--- config.mk ---
export PLATFORM = sky130hd
export DESIGN_NAME = kim_wb_regfile_flat
export DESIGN_NICKNAME = d
export VERILOG_FILES = /design/src/rtl/kim_mips_pkg.sv /design/src/rtl/kim_wb_regfile_if.sv /design/src/rtl/kim_regfile_2r1w.sv /design/src/rtl/kim_wb_regfile.sv /design/src/flat_wrapper.sv
export SDC_FILE = /design/constraint.sdc
export NUM_CORES = 2
export LEC_CHECK = 0
export CAP_MARGIN = 5
export CORE_ASPECT_RATIO = 1.25
export CORE_MARGIN = 3
export CORE_UTILIZATION = 45
export CTS_CLUSTER_SIZE = 14
export DETAILED_ROUTE_END_ITERATION = 10
export SETUP_SLACK_MARGIN = 0.5
export SLEW_MARGIN = 30
export SYNTH_ARGS = -nofsm -noshare
export SYNTH_HDL_FRONTEND = slang
export SYNTH_SLANG_ARGS = --single-unit
export TNS_END_PERCENT = 1
--- constraint.sdc ---
create_clock -name clk -period 3.39 [get_ports clk]
set_input_delay 0.8475 -clock clk [delete_from_list [all_inputs] [get_ports clk]]
set_output_delay 0.8475 -clock clk [all_outputs]
set_load 0.01 [all_outputs]
--- src/rtl/kim_mips_pkg.sv ---
// kim_mips_pkg
// Widths and constants for the MIPS register file. The pipeline registers
// and the forwarding unit use the same package.
package kim_mips_pkg;

    localparam int MIPS_REGISTER_DATA_WIDTH = 32;
    localparam int MIPS_REGISTER_ADDR_WIDTH = 5;
    localparam int NUM_REGS                 = 32;
    localparam logic [MIPS_REGISTER_ADDR_WIDTH-1:0] REG_ZERO = 5'd0;
    localparam int RETIRE_CNT_WIDTH         = 32;

endpackage

--- src/rtl/kim_wb_regfile_if.sv ---
// kim_wb_regfile_if
// Signals between the MEM/WB register, the ID stage, the forwarding unit
// and the write-back / register-file block.
//   master : drives MEM/WB fields and the ID read addresses; samples the
//            read data, the write-back export and retire_cnt
//   slave  : the write-back / register-file block
interface kim_wb_regfile_if
    import kim_mips_pkg::*;
#(
    parameter int DATA_WIDTH = MIPS_REGISTER_DATA_WIDTH,
    parameter int ADDR_WIDTH = MIPS_REGISTER_ADDR_WIDTH
) ();
    logic                        MemtoReg;
    logic                        RegWrite;
    logic [DATA_WIDTH-1:0]       r_data;
    logic [DATA_WIDTH-1:0]       alu_result;
    logic [ADDR_WIDTH-1:0]       MEM_WB_Rt_or_Rd;
    logic [ADDR_WIDTH-1:0]       rs_addr;
    logic [ADDR_WIDTH-1:0]       rt_addr;
    logic [DATA_WIDTH-1:0]       rs_data;
    logic [DATA_WIDTH-1:0]       rt_data;
    logic [DATA_WIDTH-1:0]       wb_data;
    logic                        wb_we;
    logic [ADDR_WIDTH-1:0]       wb_addr;
    logic [RETIRE_CNT_WIDTH-1:0] retire_cnt;

    modport master (
        output MemtoReg, RegWrite, r_data, alu_result, MEM_WB_Rt_or_Rd,
               rs_addr, rt_addr,
        input  rs_data, rt_data, wb_data, wb_we, wb_addr, retire_cnt
    );

    modport slave (
        input  MemtoReg, RegWrite, r_data, alu_result, MEM_WB_Rt_or_Rd,
               rs_addr, rt_addr,
        output rs_data, rt_data, wb_data, wb_we, wb_addr, retire_cnt
    );
endinterface

--- src/rtl/kim_regfile_2r1w.sv ---
// kim_regfile_2r1w
// Storage array: one synchronous write port, two raw asynchronous read
// ports. Asynchronous reset clears every entry. No zero-register masking
// and no bypass here; the parent handles both.
//   clk, rstn        : clock, async active-low reset
//   we, waddr, wdata : write port
//   raddr_a/rdata_a  : read port A
//   raddr_b/rdata_b  : read port B
module kim_regfile_2r1w #(
    parameter int DATA_WIDTH = 32,
    parameter int ADDR_WIDTH = 5,
    parameter int NUM_REGS   = 32
) (
    input  logic                  clk,
    input  logic                  rstn,
    input  logic                  we,
    input  logic [ADDR_WIDTH-1:0] waddr,
    input  logic [DATA_WIDTH-1:0] wdata,
    input  logic [ADDR_WIDTH-1:0] raddr_a,
    output logic [DATA_WIDTH-1:0] rdata_a,
    input  logic [ADDR_WIDTH-1:0] raddr_b,
    output logic [DATA_WIDTH-1:0] rdata_b
);
    logic [DATA_WIDTH-1:0] regs [NUM_REGS];

    always_ff @(posedge clk or negedge rstn) begin
        if (!rstn) begin
            for (int i = 0; i < NUM_REGS; i++) begin
                regs[i] <= '0;
            end
        end else if (we) begin
            regs[waddr] <= wdata;
        end
    end

    assign rdata_a = regs[raddr_a];
    assign rdata_b = regs[raddr_b];
endmodule

--- src/rtl/kim_wb_regfile.sv ---
// kim_wb_regfile
// MIPS write-back stage plus architectural register file. Selects load data
// or ALU result, commits it to the 32x32 array, and serves two ID-stage read
// ports. The read ports bypass the in-flight write, so a WB->ID dependency
// in the same cycle needs no stall. Also counts cycles with RegWrite set.
//   clk, rstn : clock, async active-low reset
//   bus       : kim_wb_regfile_if.slave (MEM/WB inputs, read ports,
//               write-back export, retire_cnt)
module kim_wb_regfile
    import kim_mips_pkg::*;
#(
    parameter int DATA_WIDTH = MIPS_REGISTER_DATA_WIDTH,
    parameter int ADDR_WIDTH = MIPS_REGISTER_ADDR_WIDTH,
    parameter int NUM_REGS   = kim_mips_pkg::NUM_REGS
) (
    input  logic             clk,
    input  logic             rstn,
    kim_wb_regfile_if.slave  bus
);
    logic [DATA_WIDTH-1:0]       wb_data;
    logic                        wb_we;
    logic [DATA_WIDTH-1:0]       raw_a;
    logic [DATA_WIDTH-1:0]       raw_b;
    logic [RETIRE_CNT_WIDTH-1:0] retire_cnt_q;

    assign wb_data = bus.MemtoReg ? bus.r_data : bus.alu_result;
    // rstn gates the enable so that, while reset is held, the bypass cannot
    // leak a value past the cleared array.
    assign wb_we   = rstn & bus.RegWrite & (bus.MEM_WB_Rt_or_Rd != REG_ZERO);

    kim_regfile_2r1w #(
        .DATA_WIDTH (DATA_WIDTH),
        .ADDR_WIDTH (ADDR_WIDTH),
        .NUM_REGS   (NUM_REGS)
    ) u_rf (
        .clk     (clk),
        .rstn    (rstn),
        .we      (wb_we),
        .waddr   (bus.MEM_WB_Rt_or_Rd),
        .wdata   (wb_data),
        .raddr_a (bus.rs_addr),
        .rdata_a (raw_a),
        .raddr_b (bus.rt_addr),
        .rdata_b (raw_b)
    );

    always_comb begin
        bus.rs_data = raw_a;
        if (bus.rs_addr == REG_ZERO) begin
            bus.rs_data = '0;
        end else if (wb_we && (bus.MEM_WB_Rt_or_Rd == bus.rs_addr)) begin
            bus.rs_data = wb_data;
        end
    end

    always_comb begin
        bus.rt_data = raw_b;
        if (bus.rt_addr == REG_ZERO) begin
            bus.rt_data = '0;
        end else if (wb_we && (bus.MEM_WB_Rt_or_Rd == bus.rt_addr)) begin
            bus.rt_data = wb_data;
        end
    end

    // Writes to $zero still count as retired; they are only discarded.
    always_ff @(posedge clk or negedge rstn) begin
        if (!rstn) begin
            retire_cnt_q <= '0;
        end else if (bus.RegWrite) begin
            retire_cnt_q <= retire_cnt_q + 1'b1;
        end
    end

    assign bus.wb_data    = wb_data;
    assign bus.wb_we      = wb_we;
    assign bus.wb_addr    = bus.MEM_WB_Rt_or_Rd;
    assign bus.retire_cnt = retire_cnt_q;
endmodule

--- src/flat_wrapper.sv ---
// flat-port wrapper written by rule: the top's interface ports become plain ports
module kim_wb_regfile_flat import kim_mips_pkg::*;
#(
    parameter int DATA_WIDTH = MIPS_REGISTER_DATA_WIDTH,
    parameter int ADDR_WIDTH = MIPS_REGISTER_ADDR_WIDTH,
    parameter int NUM_REGS   = kim_mips_pkg::NUM_REGS
)
  (clk, rstn, bus_MemtoReg, bus_RegWrite, bus_r_data, bus_alu_result, bus_MEM_WB_Rt_or_Rd, bus_rs_addr, bus_rt_addr, bus_rs_data, bus_rt_data, bus_wb_data, bus_wb_we, bus_wb_addr, bus_retire_cnt);
  kim_wb_regfile_if #(.DATA_WIDTH(DATA_WIDTH), .ADDR_WIDTH(ADDR_WIDTH)) bus_i ();
  input  logic clk;
  input  logic rstn;
  input wire logic [$bits(bus_i.MemtoReg)-1:0] bus_MemtoReg;
  input wire logic [$bits(bus_i.RegWrite)-1:0] bus_RegWrite;
  input wire logic [$bits(bus_i.r_data)-1:0] bus_r_data;
  input wire logic [$bits(bus_i.alu_result)-1:0] bus_alu_result;
  input wire logic [$bits(bus_i.MEM_WB_Rt_or_Rd)-1:0] bus_MEM_WB_Rt_or_Rd;
  input wire logic [$bits(bus_i.rs_addr)-1:0] bus_rs_addr;
  input wire logic [$bits(bus_i.rt_addr)-1:0] bus_rt_addr;
  output wire logic [$bits(bus_i.rs_data)-1:0] bus_rs_data;
  output wire logic [$bits(bus_i.rt_data)-1:0] bus_rt_data;
  output wire logic [$bits(bus_i.wb_data)-1:0] bus_wb_data;
  output wire logic [$bits(bus_i.wb_we)-1:0] bus_wb_we;
  output wire logic [$bits(bus_i.wb_addr)-1:0] bus_wb_addr;
  output wire logic [$bits(bus_i.retire_cnt)-1:0] bus_retire_cnt;
  assign bus_i.MemtoReg = bus_MemtoReg;
  assign bus_i.RegWrite = bus_RegWrite;
  assign bus_i.r_data = bus_r_data;
  assign bus_i.alu_result = bus_alu_result;
  assign bus_i.MEM_WB_Rt_or_Rd = bus_MEM_WB_Rt_or_Rd;
  assign bus_i.rs_addr = bus_rs_addr;
  assign bus_i.rt_addr = bus_rt_addr;
  assign bus_rs_data = bus_i.rs_data;
  assign bus_rt_data = bus_i.rt_data;
  assign bus_wb_data = bus_i.wb_data;
  assign bus_wb_we = bus_i.wb_we;
  assign bus_wb_addr = bus_i.wb_addr;
  assign bus_retire_cnt = bus_i.retire_cnt;
  kim_wb_regfile #(.DATA_WIDTH(DATA_WIDTH), .ADDR_WIDTH(ADDR_WIDTH), .NUM_REGS(NUM_REGS)) u_core (.clk(clk), .rstn(rstn), .bus(bus_i));
endmodule
==> metrics.md <==
| Metric | Value |
|---|---|
| Clk_lat worst skew | 730 ps |
| FF+latch count, synth | 1056 |
| Antenna violations before repair | 1 |
| CP endpoint kind | output port |
| Final TNS setup | -19200 ps |
| Nets | 5580 |
| Routed WL | 205.1 mm |
| Max cap viols | 0 |
| TritonCTS clock tree | done |
| RSZ-0062 raised after global routing | true |
| Detailed Place HPWL | 128.4 mm |
| Placed cells | 6859 |
| Worst Tran Pin Value | 900.2 ps |
| Layout area overhead | 25.98% |
| Seq/Total Area, Yosys | 47.73% |
| IO Port Bufs | 216 |
| CTS H-tree lvls | 3 |
| Final antenna-violating net count | 0 |
| Fin crit share | 113.0% |
| Cells after Synth | 5095 |
| Clock buffer depth | 3 |
| Failing checks | setup timing |
| Vias/cell | 6.276 |
| Via Count | 45080 |
| Share of post-route cells with drive strength above 1 | 28.83% |
| Final setup margin | -440.0 ps |
| Worst r2r src | u_core.bus.retire_cnt[0] |
| WP data required | 2540 ps |
| Min Tclk post-route | 3830 ps |
| Worst reg2reg setup slack | 1440 ps |
| Static Leak | 30.23 nW |
| Placement row count | 143 |
| Yosys cell types | 57 |
| CP arrival | 2980 ps |
| DIE AREA | 127300 um^2 |
| Post-layout util | 57.24% |
| CP Launch Point | bus_rt_addr[0] |
| Fraction of registers with async set/reset | 100.0% |
| Worst vdd ir | 0.0004320 V |
| DIE WIDTH | 319.7 um |
| Status | complete, but fails checks |
| Root Driver | clkbuf_16 |
| Clock transition at path regs | 60 ps |
| FF-to-FF End | u_core.bus.retire_cnt[30] |
| WHS | 242.0 ps |
| GR Overflow Total | 0 |
| Critical path class | in2out |
| CP Max Fanout | 8 |
| Vias in the first global route | 44920 |
| First-pass GRT wire length | 303.7 mm |
| Total CTS buffers | 108 |
| Die height | 398.2 um |
| Crit path to | bus_rt_data[10] |
| Syn_area_per_cell | 10.87 um^2 |
| Power Density | 552.0 nW/um^2 |
| Post-Syn Area | 55360 um^2 |
| Final Power | 38.50 mW |
| Placed Area | 63140 um^2 |
| Core area | 121800 um^2 |
| Slew Limit Headroom | 39.99% |
| Ports | 217 |
| Hold-fix buffers at CTS | 0 |
| Drt first pass iters | 6 |
| Syn. warnings | 0 |
| EDFF count, synth | 0 |
| Drt initial violations | 4893 |
| Pins Over Slew Limit | 0 |
| CTS Sinks | 1056 |
| Hold Path Class | in2async |
| Setup Skew | 19.67 ps |
| Pre-CTS WS | -1171 ps |
| Post-Layout Cell Count | 7183 |
| Ys flop type | dfrtp_1 |
| Final hold viol count | 0 |
| Tot GR Track Use | 32.32% |
| Startpoint Class | input pin |
| DRC viols | 0 |
| GP Congestion | 0.8665 |
| Fmax | 261.1 MHz |
| Avg WL per Cell | 28.55 um |
| Reg2reg path depth | 8 |
| Net Count, Synth | 5179 |
| Layout fillers | 10070 |
| Initial Util | 45.44% |
| Final instance area | 69750 um^2 |
| # setup viols final | 64 |
| Pin count of the biggest net entering global routing | 166 |
-- flip-flops by register name, summed over array words and instances, names as in the netlist --
signal                 flops
u_core.bus.retire_cnt     32
u_core.u_rf.regs        1024
-- report_power, final --
part	internal [mW]	leakage [nW]	switching [mW]
clock network	7.54	1.89	5.37
logic	4.70	14.7	4.27
registers	14.8	13.6	1.79
-- worst min-delay path by stage --
| stage | startpoint | to | slack [ps] | cells after the start |
|---|---|---|---|---|
| finish | rstn | u_core.bus.retire_cnt[7] | 240 | 2 |
| global route | rstn | u_core.bus.retire_cnt[12] | 280 | 2 |
| CTS | rstn | u_core.bus.retire_cnt[5] | 240 | 2 |
| detailed placement | u_core.u_rf.regs[993] | u_core.u_rf.regs[993] | 380 | 0 |
| global placement | u_core.u_rf.regs[997] | u_core.u_rf.regs[997] | 380 | 0 |
| floorplan | u_core.u_rf.regs[1003] | u_core.u_rf.regs[1003] | 440 | 1 |
-- timing repair --
item	in CTS	in global routing
cloned	13	0
pin swaps	75	49
setup buffers	81	27
endpoints found under the setup margin	99	86
resized for setup	461	146
-- kinds of logic (layout without fill, tap and decap cells) --
| group | Yosys count | after routing | share of synthesized area, % |
|---|---|---|---|
| muxes | 705 | 705 | 22.94 |
| xor gates and xnor gates | 41 | 41 | 0.6486 |
| DFF | 1056 | 1056 | 47.73 |
| adders and majority gates | 1 | 1 | 0.02260 |
| AOI/OAI and AO/OA | 1384 | 1384 | 14.03 |
| buffers and inverters | 590 | 1082 | 5.069 |
| and+or+nand+nor | 1318 | 1318 | 9.555 |
| other | 0 | 1 | 0 |
-- cell type report --
class	count	area (um^2)	area share [%]
diodes	1	2.502	0.003588
clock buffers	149	3211	4.603
clock inverters	52	629.4	0.9023
inverters	41	165.2	0.2368
multi-input cells	3449	27780	39.83
flip-flops and latches	1056	26430	37.89
well taps	1595	1996	2.861
repair buffers	840	9537	13.67
-- placed cells by master, fill, tap and decap left out, drive strengths merged, types with 13 or more instances in the layout --
| cell | instances |
|---|---|
| a211oi | 60 |
| xor2 | 20 |
| nand3 | 33 |
| inv | 42 |
| clkdlybuf4s50 | 105 |
| dlymetal6s2s | 13 |
| clkinv | 31 |
| nand2 | 316 |
| dlygate4sd2 | 20 |
| a31oi | 16 |
| mux2i | 253 |
| nor2 | 859 |
| o21ai | 235 |
| a21oi | 872 |
| nor2b | 25 |
| o22ai | 34 |
| and3 | 31 |
| dfrtp | 1056 |
| a22oi | 45 |
| nand4 | 13 |
| nor3 | 13 |
| a221oi | 62 |
| xnor2 | 21 |
| clkbuf | 156 |
| a221o | 17 |
| mux4 | 451 |
| buf | 684 |
-- critical path, cell delays in order --
cell	delay (ps)
buf_16	160
buf_12	170
buf_4	130
buf_8	100
buf_12	110
mux4_2	480
mux4_2	550
o22ai_2	160
a211oi_2	70
buf_2	180
-- metal layers --
layer	global-route usage, %	vias to the layer above	part of all wire (%)
met5	0	-	0
met4	17.58	0	6.1
met3	6.144	520	9.0
met2	50.51	2292	46
met1	42.90	22960	39
li1	-	19310	-
-- cell usage after synthesis, types with 17 or more instances --
library cell	instances	area share, %
a21oi_1	872	7.9
nor2_1	858	5.8
nand2_1	316	2.1
dfrtp_1	1056	48
and3_1	31	0.35
mux4_2	451	18
a221o_1	17	0.31
a22oi_1	45	0.61
a221oi_1	56	0.89
a211oi_1	57	0.77
nor2b_1	25	0.28
xnor2_1	21	0.33
o21ai_0	226	2.0
xor2_1	20	0.32
buf_4	26	0.35
buf_1	21	0.14
nand3_1	33	0.30
clkbuf_1	386	2.6
inv_1	40	0.27
buf_6	29	0.59
buf_2	72	0.65
o22ai_1	34	0.38
mux2i_1	253	4.6
Power figures use the tool's default switching activity.
